`src/rtl/display_scan.sv`:
```
// Six-digit HH MM SS 7-segment scanner with once-per-frame snapshot and alarm blink.
// Define DISPLAY_12H_EN for 12-hour hours with a PM dot on the hour-ones digit.
module display_scan #(
    parameter int TIME_WIDTH   = 18,
    parameter int SCAN_DIV     = 1000,
    parameter int BLINK_FRAMES = 64
) (
    input  logic                  clock,
    input  logic                  reset,
    input  logic [TIME_WIDTH-1:0] time_data,
    input  logic                  am_pm_div,
    input  logic                  alerm_equal,
    output logic [7:0]            seg,
    output logic [5:0]            digit_sel,
    output logic                  frame_start
);

    localparam int CNT_W = $clog2(SCAN_DIV);
    localparam int FRM_W = $clog2(BLINK_FRAMES + 1);
    localparam logic [CNT_W-1:0] SCAN_LAST = CNT_W'(SCAN_DIV - 1);
    localparam logic [FRM_W-1:0] FRM_LAST  = FRM_W'(BLINK_FRAMES);

    logic [CNT_W-1:0] scan_cnt;
    logic [2:0]       digit_idx;
    logic [17:0]      snap_time;
    logic             snap_valid;
    logic             blink_phase;
    logic [FRM_W-1:0] frame_cnt;

`ifdef DISPLAY_12H_EN
    logic snap_pm;
`else
    logic unused_pm;
    assign unused_pm = am_pm_div;
`endif

    // Returns {dash, tens, ones}; dash is set for anything above 59.
    function automatic logic [8:0] split_field(input logic [5:0] v);
        logic [5:0] t;
        logic [5:0] o;
        t = v / 6'd10;
        o = v % 6'd10;
        split_field = {(v > 6'd59), t[3:0], o[3:0]};
    endfunction

    function automatic logic [7:0] glyph(input logic [3:0] d);
        case (d)
            4'd0:    glyph = 8'hC0;
            4'd1:    glyph = 8'hF9;
            4'd2:    glyph = 8'hA4;
            4'd3:    glyph = 8'hB0;
            4'd4:    glyph = 8'h99;
            4'd5:    glyph = 8'h92;
            4'd6:    glyph = 8'h82;
            4'd7:    glyph = 8'hF8;
            4'd8:    glyph = 8'h80;
            4'd9:    glyph = 8'h90;
            default: glyph = 8'hBF;
        endcase
    endfunction

    // Scan counter, digit index, snapshot and blink state.
    always_ff @(posedge clock) begin
        if (reset) begin
            scan_cnt    <= '0;
            digit_idx   <= 3'd5;
            snap_time   <= '0;
            snap_valid  <= 1'b0;
            blink_phase <= 1'b0;
            frame_cnt   <= '0;
`ifdef DISPLAY_12H_EN
            snap_pm     <= 1'b0;
`endif
        end else if (scan_cnt == SCAN_LAST) begin
            scan_cnt <= '0;
            if (digit_idx == 3'd5) begin
                digit_idx  <= 3'd0;
                snap_time  <= time_data[17:0];
                snap_valid <= 1'b1;
`ifdef DISPLAY_12H_EN
                snap_pm    <= am_pm_div;
`endif
                // frame_cnt counts frames already shown in the current phase.
                if (!alerm_equal) begin
                    frame_cnt   <= '0;
                    blink_phase <= 1'b0;
                end else if (frame_cnt == FRM_LAST) begin
                    frame_cnt   <= FRM_W'(1);
                    blink_phase <= ~blink_phase;
                end else begin
                    frame_cnt <= frame_cnt + FRM_W'(1);
                end
            end else begin
                digit_idx <= digit_idx + 3'd1;
            end
        end else begin
            scan_cnt <= scan_cnt + CNT_W'(1);
        end
    end

    logic [5:0] hour_raw;
    logic [5:0] hour_disp;
    logic       hour_over;
    logic [8:0] hour_f;
    logic [8:0] min_f;
    logic [8:0] sec_f;
    logic [4:0] cur;
    logic [7:0] cur_seg;

    always_comb begin
        hour_raw  = snap_time[17:12];
        hour_disp = hour_raw;
        hour_over = 1'b0;
`ifdef DISPLAY_12H_EN
        hour_over = (hour_raw > 6'd23);
        if (hour_raw == 6'd0)
            hour_disp = 6'd12;
        else if (hour_raw > 6'd12 && hour_raw <= 6'd23)
            hour_disp = hour_raw - 6'd12;
`endif
        hour_f = split_field(hour_disp);
        hour_f[8] = hour_f[8] | hour_over;
        min_f  = split_field(snap_time[11:6]);
        sec_f  = split_field(snap_time[5:0]);

        case (digit_idx)
            3'd0:    cur = {hour_f[8], hour_f[7:4]};
            3'd1:    cur = {hour_f[8], hour_f[3:0]};
            3'd2:    cur = {min_f[8],  min_f[7:4]};
            3'd3:    cur = {min_f[8],  min_f[3:0]};
            3'd4:    cur = {sec_f[8],  sec_f[7:4]};
            default: cur = {sec_f[8],  sec_f[3:0]};
        endcase

        cur_seg = cur[4] ? 8'hBF : glyph(cur[3:0]);
`ifdef DISPLAY_12H_EN
        if (digit_idx == 3'd1 && snap_pm)
            cur_seg[7] = 1'b0;
`endif
    end

    // Outputs lag the scan state by one cycle; blank until the first snapshot.
    always_ff @(posedge clock) begin
        if (reset) begin
            seg         <= 8'hFF;
            digit_sel   <= 6'h3F;
            frame_start <= 1'b0;
        end else begin
            frame_start <= snap_valid && (digit_idx == 3'd0) && (scan_cnt == '0);
            if (!snap_valid || blink_phase) begin
                seg       <= 8'hFF;
                digit_sel <= 6'h3F;
            end else begin
                seg       <= cur_seg;
                digit_sel <= ~(6'b100000 >> digit_idx);
            end
        end
    end

endmodule

```
`config.mk`:
```
export PLATFORM = sky130hd
export DESIGN_NAME = display_scan
export DESIGN_NICKNAME = d
export VERILOG_FILES = /design/src/rtl/display_scan.sv
export SDC_FILE = /design/constraint.sdc
export NUM_CORES = 1
export LEC_CHECK = 0
export CORE_MARGIN = 2
export CORE_UTILIZATION = 60
export CTS_CLUSTER_SIZE = 12
export DETAILED_ROUTE_END_ITERATION = 12
export PLACE_DENSITY = 0.85
export SYNTH_ARGS = -nofsm -noshare
export SYNTH_HDL_FRONTEND = slang
export SYNTH_SLANG_ARGS = --single-unit
```
`constraint.sdc`:
```
create_clock -name clock -period 7.67 [get_ports clock]
set_input_delay 1.534 -clock clock [delete_from_list [all_inputs] [get_ports clock]]
set_output_delay 1.534 -clock clock [all_outputs]
set_load 0.01 [all_outputs]
```
==> Implementation_results.wiki <==
{| class="wikitable"
! Metric !! Value
|-
| Clock network latency to the later pin of the worst-skew pair || 300 ps
|-
| Aggregate routed wire length || 6.33 mm
|-
| Overflow after GRT || 0
|-
| Static Leakage || 1.17 nW
|-
| Highest net fanout along the worst path || 24
|-
| Share of the core filled with cells || 68.6%
|-
| Iteration-0 DRC Markers || 135
|-
| Number of placement rows || 26
|-
| CORE AREA || 5040 sq um
|-
| Hold path start || snap_time[12]$_SDFFE_PP0P_
|-
| Flop and latch count out of synthesis || 54
|-
| Non-Filler Instances || 479
|-
| Largest cells by area after synthesis || sky130_fd_sc_hd__dfxtp_1, sky130_fd_sc_hd__nand2_1, sky130_fd_sc_hd__a21oi_1, sky130_fd_sc_hd__nor2_1, sky130_fd_sc_hd__ha_1
|-
| Top-Level Pins || 37
|-
| H-tree lvl count || 2
|-
| Post-detailed-route count of antenna-violating nets || 0
|-
| Post-Synthesis Cell Area || 3100 sq um
|-
| Number of search-and-repair iterations in the first detailed-routing pass || 4
|-
| Number of max-capacitance violations reported || 0
|-
| Met1 Use GR || 29.5%
|-
| Sum of negative setup slack || 0 ps
|-
| Element type at the critical path end || flop
|-
| Number of vias after detailed routing || 2770
|-
| Share of final-layout standard cells stronger than drive strength 1 || 6.11%
|-
| Status || complete, no violations
|-
| RSZ-0062 raised after global routing || no
|-
| Yosys cell types || 65
|-
| Number of hold violations in the final report || 0
|-
| Tot GR Track Use || 23.0%
|-
| Sequential element share of the synthesized area || 34.8%
|-
| Commonest cells after routing, fill and taps aside || sky130_fd_sc_hd__nand2_1, sky130_fd_sc_hd__dfxtp_1, sky130_fd_sc_hd__nor2_1, sky130_fd_sc_hd__clkdlybuf4s50_1, sky130_fd_sc_hd__a21oi_1
|-
| Synthesis warning total || 0
|-
| Met2 track utilization from global routing || 39.3%
|-
| Worst path most repeated cell || sky130_fd_sc_hd__inv_1
|-
| Average instance area after synthesis || 7.98 sq um
|-
| First element of the critical path || digit_idx[1]$_SDFFE_PP0N_
|-
| Detailed placement HPWL || 4.63 mm
|-
| Yosys top cell by area || sky130_fd_sc_hd__dfxtp_1
|-
| Final-layout fill cell count || 408
|-
| Maximum number of pins on one net before global-route repair || 30
|-
| Mapped Cells || 389
|-
| Post-synth EDFFs || 0
|-
| Cell-by-cell listing of the critical path || inv_1 > nor2_1 > ha_1 > nand2_1 > o311ai_2 > inv_1 > ha_1 > inv_1 > a211oi_1 > o21ai_0 > a31o_2 > ha_1 > inv_1 > or2_2 > a31o_2 > o21ai_4 > o2111ai_1
|-
| Flop-to-flop setup slack || 2920 ps
|-
| CTS tree || built
|-
| Vertical die dimension || 75.9 um
|-
| Critical path's top delay family || compound AO/OA/AOI/OAI gates
|-
| Hold Crit Class || flop to flop
|-
| Most common cell after layout, fill and taps aside || sky130_fd_sc_hd__nand2_1
|-
| Number of buffers and inverters on the critical path || 4
|-
| Max-Slew Margin vs Limit || 31.7%
|-
| Critical-path cell with the highest stage delay || sky130_fd_sc_hd__dfxtp_1
|-
| Data required time of the critical path || 7810 ps
|-
| Synthesis-to-finish area growth || 11.5%
|-
| Wire length per cell || 13.2 um
|-
| Gr busiest metal || met2
|-
| Final critical delay including setup and external delays || 4750 ps
|-
| Syn nets || 421
|-
| Worst reg2reg path startpoint || digit_idx[1]$_SDFFE_PP0N_
|-
| Antenna cell count || 0
|-
| Maximum achievable frequency || 0.210 GHz
|-
| Count of buffers added by post-CTS timing repair for setup || 0
|-
| Data arrival time of the worst path || 4890 ps
|-
| Horizontal extent of the die || 75.9 um
|-
| Number of sinks handled by clock tree synthesis || 54
|-
| Transition at the pin with the smallest max-transition slack || 1020 ps
|-
| Tcrit/Tclk final || 61.9%
|-
| Met3 Resource Use GR || 3.93%
|-
| Resize count post-CTS || 0
|-
| Number of buffers inserted during clock tree synthesis || 5
|-
| Post-detailed-route via-to-cell ratio || 5.78
|-
| Clk buf depth || 2
|-
| First-pass GRT wire length || 11.2 mm
|-
| Type of origin of the critical path || flop
|-
| Areal power density over the cells || 129 nW/um^2
|-
| Final nets || 441
|-
| Final Max Tran Viols || 0
|-
| Die footprint || 5760 sq um
|-
| Proportion of synthesized flip-flops having asynchronous set or reset || 0%
|-
| Count of buffers from port buffering || 34
|-
| VDD IR max || 0.114 mV
|-
| Number of global-route vias before repair || 2524
|-
| Cell Count Post-Placement || 472
|-
| Delay of the slowest cell on the worst path || 830 ps
|-
| Crit Path Class || flop to flop
|-
| Most used DFF post-synth || sky130_fd_sc_hd__dfxtp_1
|-
| Cell at the root of the clock tree || sky130_fd_sc_hd__clkbuf_8
|-
| Count of hold-fix buffers inserted at cts || 0
|-
| Fraction of post-synthesis cell area in the top cell type by area || 34.8%
|-
| Number of remaining DRC errors || 0
|-
| Setup Skew || 3.48 ps
|-
| Number of antenna violations at the first check in global routing || 0
|-
| GP Congestion || 0.908
|-
| Count of final setup violators || 0
|-
| Clk slew on worst S/H paths || 90 ps
|-
| Starting utilization of the core area || 61.5%
|}
[worst min-delay path, cell delays in order, from the launching register on]
cell	delay [ps]
sky130_fd_sc_hd__dfxtp_1	320
sky130_fd_sc_hd__nand2_1	50
sky130_fd_sc_hd__a21oi_1	60
[metal layers]
layer  up-vias  wire [um]
met5         -          0
met4         0         74
met3         8        279
met2        71       3040
met1      1285       2940
li1       1406          -
[cell families (layout without fill, tap and decap cells)]
| family | after synthesis | after routing | share of synthesized area [%] |
|---|---|---|---|
| muxes | 1 | 1 | 0.323 |
| buffers and inverters | 42 | 62 | 7.34 |
| xor gates and xnor gates | 13 | 13 | 3.67 |
| AOI/OAI and AO/OA | 94 | 94 | 21.9 |
| other | 1 | 1 | 0.121 |
| DFF | 54 | 54 | 34.8 |
| adders and majority gates | 11 | 11 | 4.35 |
| and+or+nand+nor | 173 | 173 | 27.5 |
[power breakdown]
group / internal [W] / total (W) / switching, W / leakage [nW]
combinational: 0.0000113 / 0.0000183 / 0.00000696 / 0.700
clock: 0.0000630 / 0.000146 / 0.0000833 / 0.0383
sequential: 0.000281 / 0.000283 / 0.00000154 / 0.436
total: 0.000356 / 0.000448 / 0.0000918 / 1.17
[worst paths after layout]
check	endpoint	cells after the start
hold / removal	snap_time[12]$_SDFFE_PP0P_	2
setup reg to reg	seg[3]$_SDFF_PP1_	17
hold reg to reg	snap_time[12]$_SDFFE_PP0P_	2
setup / recovery	seg[3]$_SDFF_PP1_	17
[cell usage after synthesis (4+ instances only)]
cell type / number
sky130_fd_sc_hd__o21ai_0: 13
sky130_fd_sc_hd__o21a_1: 4
sky130_fd_sc_hd__nand2_1: 58
sky130_fd_sc_hd__nor4_1: 4
sky130_fd_sc_hd__nand3_1: 23
sky130_fd_sc_hd__xnor2_1: 7
sky130_fd_sc_hd__nand2b_1: 6
sky130_fd_sc_hd__a21oi_1: 31
sky130_fd_sc_hd__clkbuf_1: 11
sky130_fd_sc_hd__nor2_1: 34
sky130_fd_sc_hd__clkbuf_8: 4
sky130_fd_sc_hd__xor2_1: 6
sky130_fd_sc_hd__inv_1: 19
sky130_fd_sc_hd__o211ai_1: 4
sky130_fd_sc_hd__dfxtp_1: 54
sky130_fd_sc_hd__nor2b_1: 4
sky130_fd_sc_hd__nand4_1: 8
sky130_fd_sc_hd__ha_1: 10
sky130_fd_sc_hd__nor3_1: 12
[sequential cells by signal (all words and copies together), names as in the netlist]
signal / count
seg: 7
digit_sel: 6
frame_start: 1
snap_time: 18
digit_idx: 3
frame_cnt: 7
scan_cnt: 10
blink_phase: 1
snap_valid: 1
[layout make-up]
| cell class | count | area [sq um] | share of cell area [%] |
|---|---|---|---|
| Multi-Input combinational cell | 293 | 1790 | 51.8 |
| Sequential cell | 54 | 1080 | 31.2 |
| Timing Repair Buffer | 34 | 340 | 9.83 |
| Tap cell | 70 | 87.6 | 2.53 |
| Inverter | 21 | 81.3 | 2.35 |
| Clock buffer | 7 | 76.3 | 2.21 |
[per-stage QoR]
step                power (W)  setup slack, ps  area, sq um  hold WS (ps)
floorplan            0.000297             3820         3100           436
global placement     0.000307             3090         3380           446
detailed placement   0.000308             2990         3380           457
CTS                  0.000453             2990         3460           469
global route         0.000468             2590         3460           488
finish               0.000448             2920         3460           468
No activity file was read; power rests on OpenSTA's default activity.
==> RTL change 1 (config.mk and constraints unchanged) <==
Set the parameter `SCAN_DIV` to 500 (it was 1000).
--- a/src/rtl/display_scan.sv
+++ b/src/rtl/display_scan.sv
@@ -2,7 +2,7 @@
 // Define DISPLAY_12H_EN for 12-hour hours with a PM dot on the hour-ones digit.
 module display_scan #(
     parameter int TIME_WIDTH   = 18,
-    parameter int SCAN_DIV     = 1000,
+    parameter int SCAN_DIV     = 500,
     parameter int BLINK_FRAMES = 64
 ) (
     input  logic                  clock,
Function: no difference found for any inputs over 10 cycles, from zero or initial values and one cycle with reset high; that may be too few to reach the edited logic, so the function may still have changed.
==> RTL change 1 against the unedited design <==
Routed wire length shrank 1.8%. Sequential power is 2% lower. Setup slack better by 0.082 ns. Design area decreased by 0.94%. Die area is 3.7% lower. Sequential cell count fell by 1. Hold slack about the same. Synthesized cell count fell by 2.1%. Largest power group unchanged. Synthesized area down 4.0%. Cell count is 1.7% lower. Total power is 6.0% higher.
==> RTL change 1: results (changes against the unedited design) <==
Final Net Count: 436 (-1.1%)
Sequential area share after synthesis: 35.6% (+0.76 points)
Antenna violations before repair: 0 (unchanged)
CP max stage cell: dfxtp_1
Status: completed
Layout cells sized above 1: 6.44% (+0.32 points)
Hold crit path type: register to register
Crit-path leading delay family: compound AO/OA/AOI/OAI gates
Number of global-route vias before repair: 2504 (-0.79%)
Flop+latch power: 0.000278 W (-2%)
DR iter-0 viols: 155 (+15%)
Clock transition at path regs: 0.09 ns (about the same)
Gpl congestion: 0.854 (-6.0%)
H-tree depth: 2 (unchanged)
GRT met1 Usage: 27.6% (-2.0 points)
Resized Gates After CTS: 0 (unchanged)
Placed Area: 3320 sq um (-1.8%)
All-Layer GR Usage: 24.1% (+1.1 points)
Ys Warns: 0 (unchanged)
Post-DP HPWL: 4610 um (-0.35%)
Cts bufs inserted: 5 (unchanged)
Global routing usage on met3: 4.07% (+0.14 points)
FF-to-FF setup slack: 3.00 ns (+0.08 ns)
Async set-reset flop share out of synthesis: 0% (unchanged)
Max Clk Rate: 214 MHz (+1.8%)
Internal power: 0.000382 W (+7.5%)
Port Buffer Count: 34 (unchanged)
R2R cell count: 17 (unchanged)
Vias post-DR: 2702 (-2.5%)
Post-synth top flop: dfxtp_1
Top cells by count, synth: nand2_1 (63), dfxtp_1 (53), nor2_1 (34), a21oi_1 (29), inv_1 (20)
Slew HR: 34.8% (+3.1 points)
Mapped Nets: 413 (-1.9%)
CP arrival: 4.80 ns (-0.09 ns)
Filler Cells Inserted: 397 (-2.7%)
FF+latch area: 1060 sq um (-1.9%)
First-pass GRT wire length: 10500 um (-6.1%)
Largest regs: snap_time (18), scan_cnt (9)
Worst clock skew: 0.00759 ns (+0.00411 ns)
Leakage: 1.20 nW (+2.0%)
Drt pass-1 iters: 4 (unchanged)
Combinational Power Share: 3.8% (-0.3 points)
N_diodes: 0 (unchanged)
Max IR drop VDD: 187 uV (+65%)
Root buffer cell: clkbuf_8
Synth top area cells: dfxtp_1 (36%), nand2_1 (7.9%), a21oi_1 (4.9%)
Synth unique cells: 61 (-6.2%)
Routed WL: 6220 um (-1.8%)
Max stage delay on crit path: 0.77 ns (-0.06 ns)
Met2 usage: 45.6% (+6.3 points)
Combinational power: 0.0000179 W (-2%)
Crit Path Max Fanout: 22 (-8.3%)
==> RTL change 1: final timing paths <==
check / start / to
hold / removal: snap_time[0]$_SDFFE_PP0P_ / snap_time[0]$_SDFFE_PP0P_
setup / recovery: digit_idx[1]$_SDFFE_PP0N_ / seg[3]$_SDFF_PP1_
setup reg to reg: digit_idx[1]$_SDFFE_PP0N_ / seg[3]$_SDFF_PP1_
hold reg to reg: snap_time[0]$_SDFFE_PP0P_ / snap_time[0]$_SDFFE_PP0P_
==> RTL change 1: cell families after synthesis <==
kind of cell | Yosys count | share of synthesized area, %
buf+inv | 40 | 5.58
compound gates | 93 | 22.3
other cells | 1 | 0.126
mux | 1 | 0.336
flops | 53 | 35.6
simple gates | 169 | 27.7
xor+xnor | 13 | 3.82
fa+ha+maj | 11 | 4.53
==> RTL change 1: worst reg2reg max path: cells and delay by family (launching register included) <==
| kind | cells | cell delay [ns] |
|---|---|---|
| buffers and inverters | 4 | 0.52 |
| DFF | 1 | 0.77 |
| and+or+nand+nor | 3 | 0.65 |
| adders and majority gates | 3 | 1.25 |
| AOI/OAI and AO/OA | 7 | 1.30 |
==> RTL change 1: metrics by stage <==
| stage | cells | hold WS [ns] |
|---|---|---|
| finish | 471 | 0.468 |
| global route | 471 | 0.503 |
| CTS | 471 | 0.470 |
| detailed placement | 464 | 0.459 |
| global placement | 464 | 0.445 |
| floorplan | 381 | 0.430 |
==> RTL change 1: routing by layer <==
layer | vias up | part of all wire (%)
met5 | - | 0
met4 | 0 | 0.98
met3 | 7 | 4.2
met2 | 68 | 51
met1 | 1240 | 44
li1 | 1387 | -
==> RTL change 1: cell type report <==
type	instances	share of cell area, %
multi-input cells	288	51.1
well taps	67	2.45
flip-flops and latches	53	30.9
clock buffers	5	2.01
clock inverters	2	1.02
repair buffers	35	10.1
inverters	21	2.30
==> RTL change 2 (same flow settings) <==
Without the edit above. Put one more register stage on the output `digit_sel`, cleared by the reset. The value now appears one clock later. The other outputs are not delayed to match.
--- a/src/rtl/display_scan.sv
+++ b/src/rtl/display_scan.sv
@@ -19,6 +19,8 @@
     localparam int FRM_W = $clog2(BLINK_FRAMES + 1);
     localparam logic [CNT_W-1:0] SCAN_LAST = CNT_W'(SCAN_DIV - 1);
     localparam logic [FRM_W-1:0] FRM_LAST  = FRM_W'(BLINK_FRAMES);
+
+    logic [5:0] digit_sel_s0;
 
     logic [CNT_W-1:0] scan_cnt;
     logic [2:0]       digit_idx;
@@ -143,17 +145,25 @@
     always_ff @(posedge clock) begin
         if (reset) begin
             seg         <= 8'hFF;
-            digit_sel   <= 6'h3F;
+            digit_sel_s0 <= 6'h3F;
             frame_start <= 1'b0;
         end else begin
             frame_start <= snap_valid && (digit_idx == 3'd0) && (scan_cnt == '0);
             if (!snap_valid || blink_phase) begin
                 seg       <= 8'hFF;
-                digit_sel <= 6'h3F;
+                digit_sel_s0 <= 6'h3F;
             end else begin
                 seg       <= cur_seg;
-                digit_sel <= ~(6'b100000 >> digit_idx);
+                digit_sel_s0 <= ~(6'b100000 >> digit_idx);
             end
+        end
+    end
+
+    always_ff @(posedge clock) begin
+        if (reset) begin
+            digit_sel <= '0;
+        end else begin
+            digit_sel <= digit_sel_s0;
         end
     end
 
Behaviour: not the same (a bounded check fails within 4 cycles, from zero or initial values and one cycle with reset high).
==> RTL change 2 against the unedited design <==
Cell count grew 3.3%. Via count grew 6.3%. Routed wire length grew 12%. Setup slack gained 0.039 ns. Fmax grew 0.84%. Non-clock buffer count grew 1. Design area grew 7.9%. Sequential cell count grew 6. Synthesized cell count grew 1.0%. Synthesized area grew 2.5%. Total power grew 41%. Critical path type unchanged. Largest power group unchanged.
==> RTL change 2: results (changes against the unedited design) <==
Power Dens Cells: 169 nW/um^2 (+30%)
Status: completed
Clock transition at path regs: 0.06 ns (-0.03 ns)
Hold crit path type: register to register
Adder-Cell Fraction of Synth Area: 4.25% (-0.11 points)
Drt pass-1 iters: 5 (+1)
Slew HR: 42.6% (+11 points)
All-Layer GR Usage: 25.1% (+2.1 points)
Pin count of the biggest net entering global routing: 36 (+20%)
FF-to-FF setup slack: 2.96 ns (+0.04 ns)
Crit Path Max Fanout: 21 (-13%)
Endpoint class of the critical path: register
Endpoint, Worst Hold: digit_sel[1]$_SDFF_PP0_
H-tree depth: 3 (+1)
Synth top area cells: dfxtp_1 (38%), nand2_1 (6.7%), a21oi_1 (4.6%)
Crit Reg-Reg Startpoint: digit_idx[2]$_SDFFE_PP1N_
Max IR drop VDD: 132 uV (+16%)
Mapped Nets: 425 (+0.95%)
Worst Setup Start Kind: register
RR Endpoint: seg[1]$_SDFF_PP1_
WL/cell: 14.4 um (+8.7%)
Clock group: 0.000289 W (+98%)
Complex-gate fraction of the synthesized area: 20.8% (-1.1 points)
Non-Filler Instances: 495 (+3.3%)
Sequential area share after synthesis: 37.8% (+2.9 points)
Placed insts: 480 (+1.7%)
Layout cells sized above 1: 7.29% (+1.2 points)
Number of global-route vias before repair: 2709 (+7.3%)
Gpl congestion: 0.894 (-1.5%)
Final Net Count: 453 (+2.7%)
Max Clk Rate: 212 MHz (+0.84%)
Hold path startpoint: digit_sel_s0[1]$_SDFF_PP1_
CP arrival: 4.87 ns (-0.02 ns)
Combinational Power Share: 3.8% (-0.3 points)
Leakage: 1.31 nW (+12%)
Max stage delay on crit path: 0.79 ns (-0.04 ns)
DR iter-0 viols: 252 (+87%)
Post-DP HPWL: 5040 um (+8.9%)
Synth unique cells: 65 (unchanged)
Cts bufs inserted: 9 (+4)
Clock Tree Buf Depth: 2 (unchanged)
Worst clock skew: 0.00893 ns (+0.00545 ns)
Mux cell area share after synthesis: 0.669% (+0.35 points)
Internal power: 0.000504 W (+42%)
Placed Area: 3530 sq um (+4.4%)
N_diodes: 0 (unchanged)
Async set-reset flop share out of synthesis: 0% (unchanged)
Top cells by count, synth: dfxtp_1 (60), nand2_1 (57), nor2_1 (32), a21oi_1 (29), nand3_1 (22)
Filler Cells Inserted: 403 (-1.2%)
First-pass GRT wire length: 12100 um (+8.0%)
Hold WS: 0.434 ns (-0.0341 ns)
Gate count after technology mapping: 393 (+1.0%)
Clock latency on the worst-skew pair: 0.34 ns (+0.04 ns)
Vias post-DR: 2945 (+6.3%)
Hold Path Depth: 1 (-1)
Total area of multi-input combinational cells: 1820 sq um (+1.5%)
XOR/XNOR Fraction of Synth Area: 3.85% (+0.18 points)
R2R cell count: 15 (-2)
## RTL change 2: cell types whose count changed after synthesis, moves of 3 or more
cell / unedited run / this run
nor2b_1: 4 / 11
dfxtp_1: 54 / 60
buf_2: 1 / 5
clkbuf_8: 4 / 0
xor2_1: 6 / 9
## RTL change 2: final cells by class
cell class / instances / share of cell area (%)
repair buffers: 35 / 9.31
flip-flops and latches: 60 / 32.2
multi-input cells: 295 / 48.7
inverters: 20 / 2.01
clock inverters: 1 / 0.804
clock buffers: 14 / 4.62
well taps: 70 / 2.35
## RTL change 2: routing by layer
| metal | global-route usage (%) | wire length, um | vias to the layer above |
|---|---|---|---|
| met1 | 31.9 | 3120 | 1389 |
| met3 | 5.88 | 427 | 12 |
| met2 | 40.9 | 3440 | 99 |
| met4 | 10.5 | 121 | 0 |
| li1 | - | - | 1445 |
| met5 | 0 | 0 | - |
